### config.mk
export PLATFORM = sky130hd
export DESIGN_NAME = uart_tx_fifo
export DESIGN_NICKNAME = d
export VERILOG_FILES = /design/src/rtl/uart_pkg.sv /design/src/rtl/uart_sync_fifo.sv /design/src/rtl/uart_tx_fifo.sv
export SDC_FILE = /design/constraint.sdc
export NUM_CORES = 1
export LEC_CHECK = 0
export ABC_CLOCK_PERIOD_IN_PS = 6550
export BUFFER_PORTS_ARGS = -buffer_cell sky130_fd_sc_hd__buf_4
export CAP_MARGIN = 20
export CORE_ASPECT_RATIO = 1.75
export CORE_MARGIN = 3
export CORE_UTILIZATION = 55
export CTS_BUF_LIST = sky130_fd_sc_hd__clkbuf_8
export CTS_CLUSTER_SIZE = 10
export DETAILED_ROUTE_END_ITERATION = 6
export HOLD_SLACK_MARGIN = 0.05
export PLACE_DENSITY = 0.78
export SLEW_MARGIN = 5
export SYNTH_ARGS = -nofsm -noshare
export SYNTH_HDL_FRONTEND = slang
export SYNTH_SLANG_ARGS = --single-unit
### constraint.sdc
create_clock -name clk -period 6.55 [get_ports clk]
set_input_delay 1.31 -clock clk [delete_from_list [all_inputs] [get_ports clk]]
set_output_delay 1.31 -clock clk [all_outputs]
set_load 0.02 [all_outputs]
### src/rtl/uart_pkg.sv
// Shared UART types and limits: parity modes, transmitter states and the
// legal data-width range.
package uart_pkg;

    localparam int DATA_BITS_MIN = 5;
    localparam int DATA_BITS_MAX = 9;

    typedef enum logic [1:0] {
        PAR_NONE = 2'd0,
        PAR_EVEN = 2'd1,
        PAR_ODD  = 2'd2
    } parity_e;

    typedef enum logic [2:0] {
        IDLE   = 3'd0,
        START  = 3'd1,
        DATA   = 3'd2,
        PARITY = 3'd3,
        STOP   = 3'd4,
        BREAK  = 3'd5
    } tx_state_e;

    // Encoding 2'b11 is reserved and behaves like PAR_NONE.
    function automatic logic parity_enabled(input logic [1:0] mode);
        return (mode == PAR_EVEN) || (mode == PAR_ODD);
    endfunction

endpackage

### src/rtl/uart_sync_fifo.sv
// Single-clock FIFO with head-of-queue read data; shared by the UART
// transmitter and receiver.
module uart_sync_fifo #(
    parameter  int WIDTH = 8,
    parameter  int DEPTH = 16,
    localparam int CNT_W = $clog2(DEPTH + 1),
    localparam int AW    = (DEPTH > 1) ? $clog2(DEPTH) : 1
) (
    input  logic             clk,
    input  logic             reset,
    input  logic             push,
    input  logic [WIDTH-1:0] wr_data,
    input  logic             pop,
    output logic [WIDTH-1:0] rd_data,
    output logic             full,
    output logic             empty,
    output logic [CNT_W-1:0] count
);

    logic [WIDTH-1:0] mem_q [DEPTH];
    logic [AW-1:0]    wr_ptr_q;
    logic [AW-1:0]    rd_ptr_q;
    logic [CNT_W-1:0] count_q;
    logic             push_ok;
    logic             pop_ok;

    // A push while full is dropped even if a pop frees a slot the same cycle.
    assign push_ok = push && !full;
    assign pop_ok  = pop && !empty;

    always_ff @(posedge clk or posedge reset) begin
        if (reset) begin
            wr_ptr_q <= '0;
            rd_ptr_q <= '0;
            count_q  <= '0;
        end else begin
            if (push_ok) wr_ptr_q <= wr_ptr_q + 1'b1;
            if (pop_ok)  rd_ptr_q <= rd_ptr_q + 1'b1;
            count_q <= count_q + CNT_W'(push_ok) - CNT_W'(pop_ok);
        end
    end

    always_ff @(posedge clk) begin
        if (push_ok) mem_q[wr_ptr_q] <= wr_data;
    end

    assign rd_data = mem_q[rd_ptr_q];
    assign full    = (count_q == CNT_W'(DEPTH));
    assign empty   = (count_q == '0);
    assign count   = count_q;

endmodule

### src/rtl/uart_tx_fifo.sv
// UART transmitter with transmit FIFO, runtime parity and 1/2 stop bits.
// Define UART_TX_BREAK_EN to add the tx_break input and BREAK state.
module uart_tx_fifo
    import uart_pkg::*;
#(
    parameter  int DATA_BITS  = 8,
    parameter  int FIFO_DEPTH = 16,
    localparam int CNT_W      = $clog2(FIFO_DEPTH + 1)
) (
    input  logic                 clk,
    input  logic                 reset,
    input  logic                 tx_tick,
    input  logic                 in_valid,
    output logic                 in_ready,
    input  logic [DATA_BITS-1:0] in_data,
    input  logic [1:0]           cfg_parity,
    input  logic                 cfg_two_stop,
`ifdef UART_TX_BREAK_EN
    input  logic                 tx_break,
`endif
    output logic                 tx,
    output logic                 tx_busy,
    output logic                 tx_done,
    output logic [CNT_W-1:0]     fifo_count
);

    generate
        if (DATA_BITS < DATA_BITS_MIN || DATA_BITS > DATA_BITS_MAX) begin : g_bad_data_bits
            $error("uart_tx_fifo: DATA_BITS must be within 5..9");
        end
        if (FIFO_DEPTH < 2 || (FIFO_DEPTH & (FIFO_DEPTH - 1)) != 0) begin : g_bad_depth
            $error("uart_tx_fifo: FIFO_DEPTH must be a power of two >= 2");
        end
    endgenerate

    tx_state_e            state_q, state_d;
    logic [DATA_BITS-1:0] shift_q, shift_d;
    logic [3:0]           bit_cnt_q, bit_cnt_d;
    logic                 stop_cnt_q, stop_cnt_d;
    logic                 par_en_q, par_en_d;
    logic                 par_bit_q, par_bit_d;
    logic                 two_stop_q, two_stop_d;
    logic                 tx_q, tx_d;
    logic                 busy_q, busy_d;
    logic                 done_q, done_d;
`ifdef UART_TX_BREAK_EN
    logic                 mark_q, mark_d;
`endif

    logic                 fifo_pop;
    logic                 fifo_full;
    logic                 fifo_empty;
    logic [DATA_BITS-1:0] fifo_rd_data;
    logic                 boundary;
    logic                 launch;

    uart_sync_fifo #(
        .WIDTH (DATA_BITS),
        .DEPTH (FIFO_DEPTH)
    ) u_fifo (
        .clk     (clk),
        .reset   (reset),
        .push    (in_valid),
        .wr_data (in_data),
        .pop     (fifo_pop),
        .rd_data (fifo_rd_data),
        .full    (fifo_full),
        .empty   (fifo_empty),
        .count   (fifo_count)
    );

    always_comb begin
        state_d    = state_q;
        shift_d    = shift_q;
        bit_cnt_d  = bit_cnt_q;
        stop_cnt_d = stop_cnt_q;
        par_en_d   = par_en_q;
        par_bit_d  = par_bit_q;
        two_stop_d = two_stop_q;
        tx_d       = tx_q;
        busy_d     = busy_q;
        done_d     = 1'b0;
        fifo_pop   = 1'b0;
        boundary   = 1'b0;
        launch     = 1'b0;
`ifdef UART_TX_BREAK_EN
        mark_d     = mark_q;
`endif
        case (state_q)
            IDLE: begin
                tx_d     = 1'b1;
                busy_d   = 1'b0;
                boundary = tx_tick;
            end
            START: if (tx_tick) begin
                tx_d      = shift_q[0];
                shift_d   = shift_q >> 1;
                bit_cnt_d = '0;
                state_d   = DATA;
            end
            DATA: if (tx_tick) begin
                if (bit_cnt_q == 4'(DATA_BITS - 1)) begin
                    stop_cnt_d = 1'b0;
                    tx_d       = par_en_q ? par_bit_q : 1'b1;
                    state_d    = par_en_q ? PARITY : STOP;
                end else begin
                    tx_d      = shift_q[0];
                    shift_d   = shift_q >> 1;
                    bit_cnt_d = bit_cnt_q + 4'd1;
                end
            end
            PARITY: if (tx_tick) begin
                tx_d       = 1'b1;
                stop_cnt_d = 1'b0;
                state_d    = STOP;
            end
            STOP: if (tx_tick) begin
                if (two_stop_q && !stop_cnt_q) begin
                    stop_cnt_d = 1'b1;
                end else begin
                    done_d   = 1'b1;
                    busy_d   = 1'b0;
                    state_d  = IDLE;
                    boundary = 1'b1;
                end
            end
`ifdef UART_TX_BREAK_EN
            // Hold the line low until tx_break drops, then one mark tick.
            BREAK: if (tx_tick) begin
                if (!mark_q) begin
                    if (!tx_break) begin
                        tx_d   = 1'b1;
                        mark_d = 1'b1;
                    end
                end else begin
                    mark_d  = 1'b0;
                    busy_d  = 1'b0;
                    state_d = IDLE;
                    launch  = 1'b1;
                end
            end
`endif
            default: state_d = IDLE;
        endcase

`ifdef UART_TX_BREAK_EN
        if (boundary && tx_break) begin
            state_d = BREAK;
            tx_d    = 1'b0;
            busy_d  = 1'b1;
            mark_d  = 1'b0;
        end else
`endif
        if ((boundary || launch) && !fifo_empty) begin
            // Frame start: config and parity are frozen here for the whole frame.
            fifo_pop   = 1'b1;
            shift_d    = fifo_rd_data;
            par_en_d   = parity_enabled(cfg_parity);
            par_bit_d  = (^fifo_rd_data) ^ (cfg_parity == PAR_ODD);
            two_stop_d = cfg_two_stop;
            tx_d       = 1'b0;
            busy_d     = 1'b1;
            state_d    = START;
        end
    end

    always_ff @(posedge clk or posedge reset) begin
        if (reset) begin
            state_q    <= IDLE;
            shift_q    <= '0;
            bit_cnt_q  <= '0;
            stop_cnt_q <= 1'b0;
            par_en_q   <= 1'b0;
            par_bit_q  <= 1'b0;
            two_stop_q <= 1'b0;
            tx_q       <= 1'b1;
            busy_q     <= 1'b0;
            done_q     <= 1'b0;
        end else begin
            state_q    <= state_d;
            shift_q    <= shift_d;
            bit_cnt_q  <= bit_cnt_d;
            stop_cnt_q <= stop_cnt_d;
            par_en_q   <= par_en_d;
            par_bit_q  <= par_bit_d;
            two_stop_q <= two_stop_d;
            tx_q       <= tx_d;
            busy_q     <= busy_d;
            done_q     <= done_d;
        end
    end

`ifdef UART_TX_BREAK_EN
    always_ff @(posedge clk or posedge reset) begin
        if (reset) mark_q <= 1'b0;
        else       mark_q <= mark_d;
    end
`endif

    assign in_ready = !fifo_full;
    assign tx       = tx_q;
    assign tx_busy  = busy_q;
    assign tx_done  = done_q;

endmodule

==> flow_summary.yaml, run 1 <==
routing:
  drtAntennaViolNets: 0
  route.detailed.drc: 0
  wirelength_um: 13600
  wl_per_cell_um: 21.2
  drt_iter0_markers: 335
  first_pass_iters: 4
  vias: 3756
  vias_per_cell: 5.83
floorplan:
  die_h_um: 155
  rows: 53
  ios: 24
  fp.coreArea_um2: 12200
  die-area_um2: 14200
  fp.dieW_um: 91.3
  initial_core_util_pct: 57.4
grt:
  antenna_found_initial: 0
  grt-ovfl-total: 0
  grt.total_usage_pct: 20.8
  grt_pass1_vias: 3924
  grt_max_degree: 46
  grt_pass1_wl_um: 21700
critical_path:
  cpLargestDelayFamily: "simple AND/OR/NAND/NOR gates"
  cp-end-kind: "flip-flop"
  worst_r2r_endpoint: "u_fifo.count[4]"
  crit_path_start: "u_fifo.count[3]"
  start_kind: "flip-flop"
  critPathKind: "reg2reg"
  cp.arrival_ns: 3.87
  cp_num_cells: 16
  rr_startpoint: "u_fifo.count[3]"
  worst_ep_required_time_ns: 6.88
  worstRegToRegCells: 16
  critPathMostFrequentCell: "inv_1"
  rrSetupSlack_ns: 3.00
  path_max_fanout: 18
  cp_slowest_stage_delay_ns: 0.46
  crit_chain: "inv_1, ha_1, nor4b_1, nor2_1, nand2_1, inv_1, ha_1, inv_1, ha_1, inv_1, fa_1, inv_1, a21oi_1, nor2_1, nor2_1, xnor2_1"
  critPathBufInv: 5
  crit_path_top_delay_cell: "nor4b_1"
logic_synthesis:
  synth_area_leaders: "edfxtp_1 (55%), dfrtp_1 (12%), mux4_2 (5.1%)"
  syn_inst: 441
  yosys_warnings: 0
  syn_area_per_cell_um2: 15.9
  ys.flop_type: "edfxtp_1"
  syn-cell-area_um2: 7000
  async_flop_share_pct: 21.5
  synth_seq_cells: 163
  synth.distinct_cells: 49
  syn-num-nets: 470
  synth.most_common_cell: "edfxtp_1"
  synth_top_area_share_pct: 54.9
  synth-seq-area-share_pct: 67.5
  post_synth_most_frequent_cells: "edfxtp_1 (128), nand2_1 (36), dfrtp_1 (34), mux2i_1 (34), nor2_1 (22)"
  synth_edf_count: 128
  synth_top_cell_by_area: "edfxtp_1"
worst_hold_path:
  min_from: "tx"
  min_path_cells: 2
  whs_endpoint: "tx"
  hold_class: "reg2reg"
timing:
  fin_setup_tns_ns: 0
  rsz0062_at_grt: "no"
  period_share_pct: 54.2
  clock_skew_ns: 0.00993
  final_hold_viol_count: 0
  setup_viol: 0
  min_period_ns: 3.55
  worst_pin_slew_ns: 1.10
  relSlewSlack_pct: 26.2
  maxSlewViolCount: 0
  final.setup.worst_slack_ns: 3.00
  clock.fmax_mhz: 282
run:
  max_cap_violations: 0
placed_design:
  post-place-cells: 612
  detailedPlace.worstSlack_ns: 2.60
  gp_congestion: 0.800
  dpl_cell_area_um2: 7280
  place_hpwl_um: 9320
  portBuffers: 23
run_status:
  status: "finished, final reports clean"
final_layout:
  final_area_um2: 7690
  final_util_pct: 63.0
  final_cell_count_no_fill: 644
  area_growth_pct: 9.85
  diodes: 0
  nets: 495
  drive_gt1_share_pct: 19.4
  nFillCells: 897
clock_tree:
  post-cts-setup-buffers: 0
  clockRootBuffer: "clkbuf_8"
  numCtsBuffers: 17
  tritoncts: "done"
  clk_path_buf_depth: 2
  htreeDepth: 4
  clkSlewWorstSetupHoldPaths_ns: 0.08
  ctsResizeCount: 0
  cts.sinks: 163
  cts_hold_buf: 0
  clk_latency_ns: 0.44
power:
  peakVddDrop_v: 0.000178
  p_leak_nw: 2.81
  p_per_area_nw_per_um2: 456
-- layout by cell type, fill, tap and decap left out, types with 5 or more instances in the layout --
master and count:
edfxtp_1 128, nand2_1 36, mux2i_1 34, dfrtp_1 33
buf_4 27, inv_1 25, nor2_1 22, clkbuf_8 19
mux4_2 16, xnor2_1 16, o21ai_0 14, ha_1 13
a21oi_1 9, a221oi_2 8, o21a_1 5
-- cell type report --
cell class | count | area (um2) | area share [%]
inverter | 21 | 78.8 | 1.03
tap | 165 | 206 | 2.69
multi-input combinational | 236 | 2070 | 27.0
clock inverter | 13 | 144 | 1.87
timing repair buffer | 27 | 203 | 2.64
sequential | 163 | 4720 | 61.4
clock buffer | 19 | 262 | 3.40
-- tightest hold or removal path: stages (launching register included) --
cell     delay (ns)
dfstp_2        0.37
nand2_1        0.05
o41ai_1        0.06
-- how the worst max path moves through the flow --
stage                            to  slack (ns)
global placement    u_fifo.count[4]        2.70
finish              u_fifo.count[4]        3.00
floorplan           u_fifo.count[4]        2.86
CTS                 u_fifo.count[4]        2.95
detailed placement  u_fifo.count[4]        2.60
global route        u_fifo.count[4]        2.63
-- layer usage --
layer / global-route usage [%] / vias up / part of all wire [%]
met5: 0 / - / 0
met4: 7.77 / 0 / 2.5
met1: 22.1 / 1933 / 35
met3: 4.98 / 19 / 3.9
li1: - / 1718 / -
met2: 39.2 / 86 / 58
-- metrics by stage --
step	hold slack, ns	total power [mW]
after floorplan	0.438	2.51
after CTS	0.482	3.54
after detailed placement	0.470	2.81
final	0.478	3.51
after global routing	0.508	3.72
after global placement	0.464	2.75
-- state kept, by name, indices dropped and copies added (netlist names) --
name and count:
bit_cnt_q 4, par_bit_q 1, par_en_q 1, shift_q 8
state_q 3, stop_cnt_q 1, two_stop_q 1, tx 1
tx_busy 1, tx_done 1, u_fifo.count 5, u_fifo.mem_q 128
u_fifo.rd_ptr_q 4, u_fifo.wr_ptr_q 4
-- logic make-up (layout without fill, tap and decap cells) --
kind of cell	Yosys count	after routing	synth area share (%)
and+or+nand+nor	86	86	5.49
DFF	163	163	67.5
muxes	58	58	12.2
AOI/OAI and AO/OA	60	60	6.81
buffers and inverters	42	80	3.22
adders and majority gates	14	14	2.61
xor gates and xnor gates	18	18	2.25
-- where the power goes --
| group | internal (mW) | switching (mW) | total, mW |
|---|---|---|---|
| combinational | 0.589 | 0.724 | 1.31 |
| clock | 0.391 | 0.344 | 0.736 |
| sequential | 1.31 | 0.148 | 1.46 |
| total | 2.29 | 1.22 | 3.51 |
No activity file was read; power rests on OpenSTA's default activity.
==> run 2, diff against run 1 <==
--- a/config.mk
+++ b/config.mk
@@ -5,7 +5,7 @@
 export SDC_FILE = /design/constraint.sdc
 export NUM_CORES = 1
 export LEC_CHECK = 0
-export ABC_CLOCK_PERIOD_IN_PS = 6550
+export ABC_CLOCK_PERIOD_IN_PS = 3700
 export BUFFER_PORTS_ARGS = -buffer_cell sky130_fd_sc_hd__buf_4
 export CAP_MARGIN = 20
 export CORE_ASPECT_RATIO = 1.75
==> constraint.sdc (replaced) <==
create_clock -name clk -period 3.7 [get_ports clk]
set_input_delay 0.74 -clock clk [delete_from_list [all_inputs] [get_ports clk]]
set_output_delay 0.74 -clock clk [all_outputs]
set_load 0.02 [all_outputs]
==> flow_summary.yaml, run 2 (synthesis results as in run 1) <==
run_status:
  status: "finished, final reports clean"
timing:
  final_hold_viol_count: 0
  min_period_ns: 2.77
  relSlewSlack_pct: 31.7
  clock.fmax_mhz: 362
  rsz0062_at_grt: "no"
  fin_setup_tns_ns: 0
  clock_skew_ns: 0.0178
  maxSlewViolCount: 0
  period_share_pct: 74.8
  final.setup.worst_slack_ns: 0.934
  worst_pin_slew_ns: 1.02
  setup_viol: 0
grt:
  grt-ovfl-total: 0
  grt.total_usage_pct: 20.1
  grt_max_degree: 30
  grt_pass1_wl_um: 21200
  antenna_found_initial: 0
  grt_pass1_vias: 3912
placed_design:
  gp_congestion: 0.781
  portBuffers: 23
  place_hpwl_um: 9430
  detailedPlace.worstSlack_ns: 0.888
critical_path:
  cpLargestDelayFamily: "adder cells"
  path_max_fanout: 3
  critPathKind: "reg2reg"
  worst_ep_required_time_ns: 4.02
  crit_path_top_delay_cell: "nor4b_1"
  critPathBufInv: 5
  start_kind: "flip-flop"
  critPathMostFrequentCell: "inv_1"
  cp-end-kind: "flip-flop"
  cp_slowest_stage_delay_ns: 0.41
  rrSetupSlack_ns: 0.93
  crit_chain: "inv_1, ha_1, nor4b_1, nor2_1, nand2_1, inv_1, ha_1, inv_1, ha_1, inv_1, fa_1, inv_1, a21oi_1, nor2_1, nor2_1, xnor2_1"
  cp.arrival_ns: 3.09
floorplan:
  rows: 53
  initial_core_util_pct: 57.4
  fp.coreArea_um2: 12200
  die-area_um2: 14200
  die_h_um: 155
  fp.dieW_um: 91.3
  ios: 24
routing:
  vias: 3775
  drtAntennaViolNets: 0
  wirelength_um: 13200
  vias_per_cell: 5.75
  wl_per_cell_um: 20.2
  drt_iter0_markers: 278
  route.detailed.drc: 0
  first_pass_iters: 4
final_layout:
  nets: 507
  area_growth_pct: 10.4
  top_register: "u_fifo.mem_q"
  final_util_pct: 63.3
  multi_input_area_um2: 2050
  register_area_um2: 4720
  largest_reg_flops: 128
  final_cell_mix: "edfxtp_1 (128), buf_4 (37), nand2_1 (36)"
  drive_gt1_share_pct: 20.8
  nFillCells: 919
  layout_commonest_cell: "edfxtp_1"
  diodes: 0
clock_tree:
  clk_latency_ns: 0.44
  ctsResizeCount: 0
  numCtsBuffers: 17
  cts_hold_buf: 0
  clockRootBuffer: "clkbuf_8"
  post-cts-setup-buffers: 0
  tritoncts: "done"
  clk_path_buf_depth: 2
  htreeDepth: 4
  clkSlewWorstSetupHoldPaths_ns: 0.08
  cts.sinks: 163
power:
  p_leak_nw: 2.85
  peakVddDrop_v: 0.000360
  p_per_area_nw_per_um2: 784
  p_total_mw: 6.05
run:
  max_cap_violations: 0
worst_hold_path:
  hold_class: "in2async"
==> run 2: changes by cell type in the layout (fill, tap and decap cells not counted) <==
cell        previous run  this run
nor3_2                 4         0
clkinvlp_4             0         1
clkinv_4               2         1
bufinv_16              3         0
inv_4                  2         3
clkinv_2               1         3
inv_1                 25        24
clkbuf_8              19        20
buf_12                 0         1
buf_4                 27        37
nor3_1                 2         6
buf_16                 0         1
==> run 2: layer usage <==
metal  up-vias  share of wire [%]  track usage, %
met4         0                1.9            7.91
met2       107                 58            37.6
met3        13                4.0            3.53
met5         -                  0               0
met1      1912                 36            22.5
li1       1743                  -               -
==> run 2: layout make-up <==
cell class                 count  share of cell area, %
multi-input combinational    236                   26.6
timing repair buffer          39                   4.21
clock buffer                  20                   3.56
sequential                   163                   61.1
inverter                      21                   1.02
tap                          165                   2.67
clock inverter                12                  0.842
==> run 2: through the flow <==
stage | instance area [um2] | hold slack, ns | std cells
after floorplan | 7000 | 0.438 | 441
after global placement | 7360 | 0.463 | 623
after detailed placement | 7360 | 0.466 | 623
after CTS | 7700 | 0.466 | 655
after global routing | 7720 | 0.354 | 656
final | 7720 | 0.338 | 656
==> run 2: path summary, 6_finish.rpt <==
kind / startpoint / endpoint / depth (start not counted)
max: u_fifo.count[3] / u_fifo.count[4] / 16
min: reset / u_fifo.count[0] / 2
max reg2reg: u_fifo.count[3] / u_fifo.count[4] / 16
min reg2reg: tx_busy / tx_busy / 2
max in group asynchronous: reset / shift_q[0] / 4
min in group clk: tx_busy / tx_busy / 2
==> run 2: where the power goes <==
part           internal, mW  switching, mW  total, mW  leakage (nW)
Combinational          1.09           1.27       2.36          1.07
Clock                 0.506          0.599       1.11         0.191
Sequential             2.32          0.266       2.58          1.59
==> run 2: worst reg2reg max path, stage by stage (launching register included) <==
cell and delay (ns):
dfrtp_1 0.40, inv_1 0.08, ha_1 0.16, nor4b_1 0.41, nor2_1 0.13, nand2_1 0.11, inv_1 0.06, ha_1 0.26
inv_1 0.06, ha_1 0.15, inv_1 0.05, fa_1 0.39, inv_1 0.07, a21oi_1 0.06, nor2_1 0.08, nor2_1 0.05
xnor2_1 0.11
